<file path="src/rtl/gpio_unit.sv">
//==============================================================================
// Module   : gpio_unit
// Brief    : CSR-mapped GPIO block with a registered output and a synchronized,
//            optionally debounced input (enabled by macro GPIO_DEBOUNCE_EN).
// Revision : 1.0
//==============================================================================
`timescale 1ns/1ps
`default_nettype none

module gpio_unit #(
  parameter int          DEBOUNCE_CYCLES = 16,
  parameter logic [11:0] IO_IN_ADDR      = 12'hF00,
  parameter logic [11:0] IO_OUT_ADDR     = 12'hF02
) (
  input  logic        clk,
  input  logic        rst_n,
  input  logic        gpio_we,
  input  logic [11:0] csr_addr,
  input  logic [31:0] wdata,
  output logic [31:0] rdata,
  input  logic [31:0] gpio_in,
  output logic [31:0] gpio_out,
  output logic        in_changed
);

  if (DEBOUNCE_CYCLES < 1) begin : g_param_check
    $error("gpio_unit: DEBOUNCE_CYCLES must be >= 1");
  end

  logic [31:0] r_gpio_out;
  logic [31:0] r_sync1;
  logic [31:0] r_sync2;
  logic [31:0] r_stable;
  logic        r_in_changed;
  logic        w_out_wr;

  assign w_out_wr = gpio_we && (csr_addr == IO_OUT_ADDR);

  always_ff @(posedge clk or negedge rst_n) begin
    if (!rst_n) begin
      r_gpio_out <= '0;
    end else if (w_out_wr) begin
      r_gpio_out <= wdata;
    end
  end

  always_ff @(posedge clk or negedge rst_n) begin
    if (!rst_n) begin
      r_sync1 <= '0;
      r_sync2 <= '0;
    end else begin
      r_sync1 <= gpio_in;
      r_sync2 <= r_sync1;
    end
  end

`ifdef GPIO_DEBOUNCE_EN
  localparam int             CW        = $clog2(DEBOUNCE_CYCLES) + 1;
  localparam logic [CW-1:0]  C_CNT_MAX = CW'(DEBOUNCE_CYCLES - 1);

  logic [31:0]   r_cand;
  logic [CW-1:0] r_cnt;

  always_ff @(posedge clk or negedge rst_n) begin
    if (!rst_n) begin
      r_cand <= '0;
      r_cnt  <= '0;
    end else if (r_sync2 != r_cand) begin
      r_cand <= r_sync2;
      r_cnt  <= '0;
    end else if (r_cnt < C_CNT_MAX) begin
      r_cnt <= r_cnt + CW'(1);
    end
  end

  // Acceptance looks only at the count already reached, so it is evaluated
  // independently of a candidate reload happening on the same edge.
  always_ff @(posedge clk or negedge rst_n) begin
    if (!rst_n) begin
      r_stable     <= '0;
      r_in_changed <= 1'b0;
    end else if ((r_cnt == C_CNT_MAX) && (r_cand != r_stable)) begin
      r_stable     <= r_cand;
      r_in_changed <= 1'b1;
    end else begin
      r_in_changed <= 1'b0;
    end
  end
`else
  always_ff @(posedge clk or negedge rst_n) begin
    if (!rst_n) begin
      r_stable     <= '0;
      r_in_changed <= 1'b0;
    end else begin
      r_stable     <= r_sync2;
      r_in_changed <= (r_sync2 != r_stable);
    end
  end
`endif

  always_comb begin
    rdata = 32'h0;
    if (csr_addr == IO_IN_ADDR) begin
      rdata = r_stable;
    end else if (csr_addr == IO_OUT_ADDR) begin
      rdata = r_gpio_out;
    end
  end

  assign gpio_out   = r_gpio_out;
  assign in_changed = r_in_changed;

endmodule

`default_nettype wire
</file>
<file path="config.mk">
export PLATFORM = sky130hd
export DESIGN_NAME = gpio_unit
export DESIGN_NICKNAME = d
export VERILOG_FILES = /design/src/rtl/gpio_unit.sv
export SDC_FILE = /design/constraint.sdc
export NUM_CORES = 1
export LEC_CHECK = 0
export ABC_AREA = 1
export BUFFER_PORTS_ARGS = -buffer_cell sky130_fd_sc_hd__buf_2
export CORE_MARGIN = 5
export CORE_UTILIZATION = 55
export CTS_CLUSTER_DIAMETER = 150
export DETAILED_ROUTE_END_ITERATION = 8
export HOLD_SLACK_MARGIN = 0.03
export PLACE_DENSITY = 0.84
export SLEW_MARGIN = 20
export SYNTH_ARGS = -nofsm -noshare
export SYNTH_HDL_FRONTEND = slang
export SYNTH_SLANG_ARGS = --single-unit
</file>
<file path="constraint.sdc">
create_clock -name clk -period 1.6 [get_ports clk]
set_input_delay 0.16 -clock clk [delete_from_list [all_inputs] [get_ports clk]]
set_output_delay 0.16 -clock clk [all_outputs]
set_load 0.005 [all_outputs]
</file>
==> impl_metrics.json, run 1 <==
{
  "outcome": "completed",
  "ys_seq_area_share_pct": 66.5,
  "clockBufferDepth": 2,
  "path_clk_slew_ns": 0.06,
  "grt.overflow.total": 0,
  "die_area_um2": 10800,
  "skew_ns": 0.00903,
  "worstHoldPathCells": 4,
  "drt_pass1_iterations": 4,
  "via_per_inst": 4.94,
  "arrival_ns": 1.35,
  "cts_buffers": 17,
  "die_x_um": 104,
  "rsz0062_at_grt": "false",
  "totalNegativeSetupSlack_ns": 0,
  "nFillCells": 499,
  "h-tree-depth": 4,
  "hold_class": "primary input to flip-flop",
  "synth_fp_nets": 516,
  "cp_top_family": "simple AND/OR/NAND/NOR gates",
  "crit_fanout": 9,
  "finalSetupViolCount": 0,
  "grt_max_degree": 130,
  "cts-root-buf": "clkbuf_8",
  "drive_gt1_share_pct": 33.2,
  "drt_iter0_drc": 204,
  "post-route-drc-count": 0,
  "tightest_slew_ns": 0.649,
  "netlist-cell-type-count": 16,
  "timing.rr.end": "in_changed$_DFF_PN0_",
  "crit_path_start_kind": "primary input",
  "switchingPower_mw": 1.71,
  "p_int_mw": 6.71,
  "cts.sinks": 129,
  "p_total_mw": 8.42,
  "grt_pass1_vias": 4112,
  "final_antenna_net_count": 0,
  "max_freq_ghz": 0.661,
  "switching_share_pct": 20.3,
  "stdcell_area_um2": 7080,
  "clkPwrFrac_pct": 53.2,
  "p_leak_nw": 3.72,
  "fp.dieH_um": 104,
  "p_seq_share_pct": 41.2,
  "drv_cap": 0,
  "path_cells": "buf_2 > or2_4 > nor3_4 > buf_4 > buf_6 > nand3_1 > nand2_1 > buf_2",
  "crit_top_cell": "buf_2",
  "slowest_stage": "or2_4",
  "syn_area_per_cell_um2": 11.1,
  "required_ns": 1.44,
  "hpwl_um": 7460,
  "hold-path-endpoint": "gpio_out[23]$_DFFE_PN0P_",
  "wl_per_cell_um": 16.3,
  "cp.depth": 8,
  "diodes": 0,
  "whs_ns": 0.203,
  "hold_viol": 0,
  "path_class": "primary input to primary output",
  "rrSetupSlack_ns": 0.45,
  "place.gp.congestion": 0.794,
  "io_buffer_count": 143,
  "grt_first_pass_wirelength_um": 20700,
  "relSlewSlack_pct": 56.7,
  "fin_crit_sh_pct": 94.6,
  "wl_um": 12600,
  "timing.final.max_slew_violations": 0,
  "power_frac_comb_pct": 5.6,
  "cts_tree": "built",
  "worstHoldStart": "gpio_we",
  "period_minus_slack_ns": 1.51,
  "syn_to_final_growth_pct": 46.0,
  "ys_warn_count": 0,
  "synthCells": 437,
  "place_area_um2": 5710,
  "pin_count": 144,
  "reg2reg_from": "r_stable[30]$_DFF_PN0_",
  "row_count": 34,
  "grt_usage_pct": 24.0,
  "start_util_pct": 55.9,
  "antenna_found_initial": 0,
  "cp-end-kind": "primary output",
  "ys_seq_elements": 129,
  "vdd_drop_max_v": 0.00101,
  "power.density_nw_per_um2": 1190,
  "fp.coreArea_um2": 8680,
  "final_nets": 735,
  "crit_buf_inv": 4,
  "slowest_delay_ns": 0.27,
  "clk_latency_ns": 0.50,
  "dr_total_vias": 3836,
  "r2r_cells": 6,
  "syn_area_um2": 4850
}
==> cell usage after synthesis <==
cell,count,area (µm²)
or2_1,1,6.26
o21ai_2,32,280
buf_6,6,67.6
dfrtp_1,129,3230
nand3_4,1,17.5
nor2_1,13,48.8
nand4_1,1,6.26
inv_1,44,165
clkbuf_1,2,7.51
nand3_1,64,320
nand2_1,104,390
nor3_4,1,16.3
nor3_2,1,10.0
xnor2_1,26,228
inv_2,1,3.75
buf_2,11,55.1
==> power by group through the flow <==
stage | combinational (mW) | sequential (mW) | clock (mW)
global placement | 0.326 | 3.51 | 0
finish | 0.471 | 3.47 | 4.48
global route | 0.529 | 3.48 | 4.69
floorplan | 0.137 | 3.50 | 0
CTS | 0.463 | 3.47 | 4.52
detailed placement | 0.337 | 3.52 | 0
==> sequential cells by signal (all words and copies together) (netlist names) <==
register / flops
gpio_out: 32
r_sync1: 32
in_changed: 1
r_stable: 32
r_sync2: 32
==> worst max path at each step <==
stage / from / end / slack, ns
2_1_floorplan: csr_addr[3] / rdata[10] / 0.35
3_3_place_gp: csr_addr[3] / rdata[27] / 0.1
3_5_place_dp: csr_addr[3] / rdata[15] / 0.04
4_1_cts: csr_addr[3] / rdata[15] / 0.02
5_1_grt: csr_addr[3] / rdata[1] / 0.04
6_report: csr_addr[3] / rdata[29] / 0.09
==> cell type report <==
type / count / area, µm² / area share, %
sequential: 129 / 3230 / 45.6
timing repair buffer: 219 / 1520 / 21.5
multi-input combinational: 244 / 1340 / 18.9
clock buffer: 20 / 435 / 6.15
clock inverter: 12 / 253 / 3.57
inverter: 45 / 169 / 2.39
tap: 108 / 135 / 1.91
==> what timing repair did <==
action,CTS,global route
hold endpoints to repair,193,0
gates resized for setup,0,5
hold buffers,65,0
buffers inserted,0,2
endpoints found under the setup margin,0,23
==> worst reg2reg max path: cells and delay by family (launching register included) <==
kind                      cells  cell delay (ns)
xor gates and xnor gates      1             0.17
DFF                           1             0.39
and+or+nand+nor               5             0.47
==> per-layer routing <==
metal	GRT usage (%)	routed length, µm
met1	28.7	4840
met2	40.7	6560
met3	7.57	951
met4	9.07	281
met5	0	0
==> kinds of logic after synthesis <==
logic type | count (synthesis) | share of synthesized area [%]
simple gates | 186 | 16.8
xor+xnor | 26 | 4.69
flops | 129 | 66.5
buf+inv | 64 | 6.16
compound gates | 32 | 5.78
==> cells in the final DEF (no fill, tap or decap), drive strengths merged <==
master	instances
dfrtp	129
buf	154
nor3	2
inv	47
xnor2	26
nand3	65
nor2	13
bufinv	7
clkbuf	20
clkinv	2
o21ai	32
or2	1
nand2	104
clkinvlp	1
dlygate4sd3	65
nand4	1
==> through the flow <==
step	setup slack, ns	instances	util [%]
after floorplan	0.354	437	-
after global placement	0.0961	677	65.8
after detailed placement	0.0388	677	65.8
after CTS	0.0198	774	81.2
after global routing	0.0363	777	81.6
final	0.0864	777	81.6
Power figures use the tool's default switching activity.
==> run 2, diff against run 1 <==
--- a/config.mk
+++ b/config.mk
@@ -6,13 +6,13 @@
 export NUM_CORES = 1
 export LEC_CHECK = 0
 export ABC_AREA = 1
-export BUFFER_PORTS_ARGS = -buffer_cell sky130_fd_sc_hd__buf_2
 export CORE_MARGIN = 5
-export CORE_UTILIZATION = 55
+export CORE_UTILIZATION = 66
 export CTS_CLUSTER_DIAMETER = 150
 export DETAILED_ROUTE_END_ITERATION = 8
+export DONT_BUFFER_PORTS = 1
 export HOLD_SLACK_MARGIN = 0.03
-export PLACE_DENSITY = 0.84
+export PLACE_DENSITY = 0.82
 export SLEW_MARGIN = 20
 export SYNTH_ARGS = -nofsm -noshare
 export SYNTH_HDL_FRONTEND = slang
==> run 2 against run 1 <==
- the run now ends with negative hold slack left
- design area is 11% lower
- worst hold slack worse by 0.85 ns
- global-route usage is 3.1 points higher
- first-iteration DRC count is 18% lower
- sequential share of layout area is 5.9 points higher
- register-to-register slack worse by 0.03 ns
- combinational power is 36% lower
- die area is 15% lower
- clock skew is 0.00081 ns higher
- power is 3.3% lower
- highest routed layer unchanged
- final cell count is 20% lower
- critical path type unchanged
- non-clock buffer count is 150 lower
==> impl_metrics.json, run 2 (synthesis gave the netlist of run 1 again) <==
{
  "outcome": "complete, but fails checks",
  "violations": "negative hold slack",
  "r2r_cells": 6,
  "row_count": 31,
  "drive_gt1_share_pct": 14.3,
  "rsz0062_at_grt": "false",
  "required_ns": 1.44,
  "clkPwrFrac_pct": 53.6,
  "crit_fanout": 34,
  "clk_latency_ns": 0.50,
  "totalNegativeSetupSlack_ns": 0,
  "p_leak_nw": 3.01,
  "cp-startpoint": "csr_addr[7]",
  "power_frac_comb_pct": 3.7,
  "crit_end": "rdata[24]",
  "final_antenna_net_count": 0,
  "hold_class": "primary input to async pin",
  "cts_buffers": 17,
  "syn_to_final_growth_pct": 29.4,
  "skew_ns": 0.00984,
  "grt_usage_pct": 27.1,
  "stdcell_area_um2": 6270,
  "reg2reg_from": "r_stable[11]$_DFF_PN0_",
  "grt_pass1_vias": 3602,
  "arrival_ns": 1.21,
  "vdd_drop_max_v": 0.000901,
  "cts-root-buf": "clkbuf_8",
  "start_util_pct": 67.2,
  "timing.rr.end": "in_changed$_DFF_PN0_",
  "pin_count": 144,
  "fin_crit_sh_pct": 85.6,
  "crit_top_cell": "nand2_1",
  "fp.coreArea_um2": 7210,
  "switchingPower_mw": 1.59,
  "place_area_um2": 4950,
  "place.gp.congestion": 0.768,
  "max_freq_ghz": 0.730,
  "relSlewSlack_pct": 75.7,
  "slowest_delay_ns": 0.38,
  "period_minus_slack_ns": 1.37,
  "cp.depth": 6,
  "path_cells": "nor2_1 > nand2_1 > nor2_4 > buf_4 > nand3_1 > nand2_1",
  "cts.sinks": 129,
  "final_util_pct": 87.0,
  "io_buffer_count": 0,
  "clockBufferDepth": 2,
  "p_seq_share_pct": 42.6,
  "grt_max_degree": 130,
  "hpwl_um": 6300,
  "rrSetupSlack_ns": 0.42,
  "hold_viol": 129,
  "wl_um": 11500,
  "layout_commonest_cell": "dfrtp_1",
  "dr_total_vias": 3378,
  "finalSetupViolCount": 0,
  "die_area_um2": 9160,
  "path_clk_slew_ns": 0.06,
  "final_nets": 585,
  "via_per_inst": 5.45,
  "path_class": "primary input to primary output",
  "cp-end-kind": "primary output",
  "antenna_found_initial": 1,
  "slowest_stage": "buf_4",
  "p_total_mw": 8.14,
  "die_x_um": 95.7,
  "postCtsHoldBufs": 64,
  "p_int_mw": 6.55,
  "cts_tree": "built",
  "power.density_nw_per_um2": 1300,
  "tightest_slew_ns": 0.365,
  "crit_buf_inv": 1,
  "grt.overflow.total": 0,
  "post-route-drc-count": 0,
  "crit_path_start_kind": "primary input",
  "timing.final.max_slew_violations": 0,
  "whs_ns": -0.646,
  "drt_pass1_iterations": 5,
  "grt_first_pass_wirelength_um": 18100,
  "drv_cap": 0,
  "fp.dieH_um": 95.7,
  "drt_iter0_drc": 168,
  "mostFrequentLayoutCells": "dfrtp_1 (129), nand2_1 (104), nand3_1 (64), dlygate4sd3_1 (64), inv_1 (44)",
  "h-tree-depth": 4,
  "switching_share_pct": 19.5,
  "wl_per_cell_um": 18.5,
  "cp_top_family": "simple AND/OR/NAND/NOR gates"
}
[run 2: metal layers]
layer	track usage (%)	vias to the layer above	wire, µm
met1	31.6	1689	4250
met4	12.0	0	202
met3	8.99	19	857
met5	0	-	0
li1	-	1520	-
met2	45.7	150	6160
[run 2: repair_timing]
item	4_1_cts	5_1_grt
setup buffers	0	0
resized for setup	0	0
hold endpoints to repair	193	129
[run 2: power by group through the flow]
stage,combinational (mW),sequential [mW],clock (mW)
4_1_cts,0.296,3.47,4.41
3_3_place_gp,0.160,3.52,0
3_5_place_dp,0.165,3.53,0
2_1_floorplan,0.137,3.50,0
6_report,0.303,3.47,4.37
5_1_grt,0.330,3.49,4.55
[run 2: worst min-delay path by stage]
stage,slack (ns),cells past startpoint,endpoint,from
CTS,-0.68,0,r_stable[29]$_DFF_PN0_,rst_n
global route,-0.68,0,gpio_out[28]$_DFFE_PN0P_,rst_n
floorplan,-0.14,0,gpio_out[0]$_DFFE_PN0P_,rst_n
finish,-0.65,0,gpio_out[28]$_DFFE_PN0P_,rst_n
detailed placement,-0.13,0,r_stable[29]$_DFF_PN0_,rst_n
global placement,-0.13,0,gpio_out[28]$_DFFE_PN0P_,rst_n
[run 2: metrics by stage]
stage	setup slack, ns	std cells
after floorplan	0.354	437
after global placement	0.250	522
after detailed placement	0.239	522
after CTS	0.233	618
after global routing	0.146	619
final	0.231	620
[run 2: cell type report]
cell class              instances  area [µm²]
diodes                          2        5.00
clock buffers                  20         455
clock inverters                12         228
fillers                       324         940
inverters                      45         169
multi-input cells             244        1340
flip-flops and latches        129        3230
well taps                      99         124
repair buffers                 69         728
==> run 3, diff against run 2 <==
--- a/config.mk
+++ b/config.mk
@@ -12,7 +12,7 @@
 export DETAILED_ROUTE_END_ITERATION = 8
 export DONT_BUFFER_PORTS = 1
 export HOLD_SLACK_MARGIN = 0.03
-export PLACE_DENSITY = 0.82
+export PLACE_DENSITY_LB_ADDON = 0.08
 export SLEW_MARGIN = 20
 export SYNTH_ARGS = -nofsm -noshare
 export SYNTH_HDL_FRONTEND = slang
==> run 3 against run 2 <==
- the flow still finishes with violations (negative hold slack)
- non-clock buffer count stayed put
- global-route usage down 1.8 points
- design area down 2.1%
- utilization fell by 1.8 points
- flip-flop and latch count unchanged
- worst hold slack gained 0.0020 ns
- die area is the same
- critical path depth down 1
- sequential power about the same
- sequential share of layout area up 1.1 points
- first-iteration DRC count shrank 24%
- highest routed layer unchanged
==> impl_metrics.json, run 3 (synthesis gave the netlist of run 1 again) <==
{
  "vdd_drop_max_v": 0.000972,
  "hold_class": "primary input to async pin",
  "path_class": "primary input to primary output",
  "final_antenna_net_count": 0,
  "fin_crit_sh_pct": 83.0,
  "grt_first_pass_wirelength_um": 17000,
  "totalNegativeSetupSlack_ns": 0,
  "h-tree-depth": 4,
  "reg2reg_from": "r_stable[17]$_DFF_PN0_",
  "required_ns": 1.44,
  "fp.dieH_um": 95.7,
  "violations": "negative hold slack",
  "skew_ns": 0.00650,
  "outcome": "complete, but fails checks",
  "die_x_um": 95.7,
  "rsz0062_at_grt": "false",
  "antenna_found_initial": 0,
  "row_count": 31,
  "dr_total_vias": 3278,
  "max_freq_ghz": 0.753,
  "cts.sinks": 129,
  "post_cts_buffers": 0,
  "grt.overflow.total": 0,
  "cp-end-kind": "primary output",
  "grt_usage_pct": 25.3,
  "crit_path_start_kind": "primary input",
  "fin_ws_ns": 0.272,
  "tightest_slew_ns": 0.347,
  "hpwl_um": 6150,
  "timing.final.max_slew_violations": 0,
  "grt_pass1_vias": 3503,
  "hold_viol": 129,
  "fp.coreArea_um2": 7210,
  "path_clk_slew_ns": 0.06,
  "via_per_inst": 5.30,
  "clockBufferDepth": 2,
  "crit_fanout": 32,
  "cts_buffers": 17,
  "wl_per_cell_um": 17.2,
  "drt_pass1_iterations": 5,
  "post-route-drc-count": 0,
  "start_util_pct": 67.2,
  "placedCellCount": 522,
  "dpl_worst_slack_ns": 0.221,
  "drt_iter0_drc": 128,
  "relSlewSlack_pct": 76.9,
  "cts-root-buf": "clkbuf_8",
  "cp-startpoint": "csr_addr[3]",
  "final_nets": 585,
  "pin_count": 144,
  "clk_latency_ns": 0.50,
  "drv_cap": 0,
  "seq_area_um2": 3230,
  "cts_tree": "built",
  "finalSetupViolCount": 0,
  "layout_commonest_cell": "dfrtp_1",
  "nFillCells": 382,
  "p_leak_nw": 2.92,
  "grt_max_degree": 130,
  "io_buffer_count": 0,
  "multiInputGateArea_um2": 1340,
  "cts_repair_resize_count": 0,
  "mostFrequentLayoutCells": "dfrtp_1 (129), nand2_1 (104), nand3_1 (64), dlygate4sd3_1 (64), inv_1 (44)",
  "arrival_ns": 1.17,
  "whs_ns": -0.644,
  "die_area_um2": 9160,
  "syn_to_final_growth_pct": 26.6,
  "place.gp.congestion": 0.770,
  "power.density_nw_per_um2": 1170,
  "wl_um": 10600,
  "postCtsHoldBufs": 64,
  "layoutNonFillerInstCount": 619,
  "drive_gt1_share_pct": 14.3,
  "period_minus_slack_ns": 1.33
}
-- run 3: critical path, stage by stage --
cell     delay, ns
or2_1         0.28
nor3_4        0.25
buf_12        0.24
nand3_1       0.11
nand2_1       0.12
-- run 3: layout make-up --
class	instances	area share (%)
Sequential cell	129	52.5
Multi-Input combinational cell	244	21.8
Timing Repair Buffer	69	12.1
Clock buffer	20	7.41
Inverter	45	2.75
Tap cell	99	2.02
Clock inverter	12	1.41
Antenna cell	1	0.0407
-- run 3: per-stage QoR --
step / utilization (%) / area, µm² / total power [mW]
3_3_place_gp: 68.7 / 4960 / 3.68
4_1_cts: 85.1 / 6140 / 7.21
3_5_place_dp: 68.7 / 4960 / 3.69
5_1_grt: 85.1 / 6140 / 7.42
2_1_floorplan: - / 4850 / 3.64
6_report: 85.2 / 6140 / 7.16
-- run 3: power by group --
| group | internal (mW) | total, mW | switching, mW | leakage [nW] |
|---|---|---|---|---|
| sequential | 3.39 | 3.47 | 0.0759 | 1.57 |
| clock | 2.02 | 3.39 | 1.38 | 0.239 |
| combinational | 0.182 | 0.299 | 0.118 | 1.11 |
| total | 5.59 | 7.16 | 1.57 | 2.92 |
-- run 3: worst paths after layout --
kind / depth (start not counted) / to / slack (ns)
max in group asynchronous: 0 / r_sync1[15]$_DFF_PN0_ / 2.02
min reg2reg: 0 / r_sync2[19]$_DFF_PN0_ / 0.35
max: 5 / rdata[9] / 0.27
max reg2reg: 6 / in_changed$_DFF_PN0_ / 0.40
min: 0 / gpio_out[28]$_DFFE_PN0P_ / -0.64
min in group clk: 3 / gpio_out[24]$_DFFE_PN0P_ / 0.12
-- run 3: layer usage --
layer,part of all wire (%),track usage [%],wire length (µm)
met5,0,0,0
met4,0.91,7.94,97
met3,7.1,8.84,754
met2,53,43.8,5650
met1,39,29.7,4150
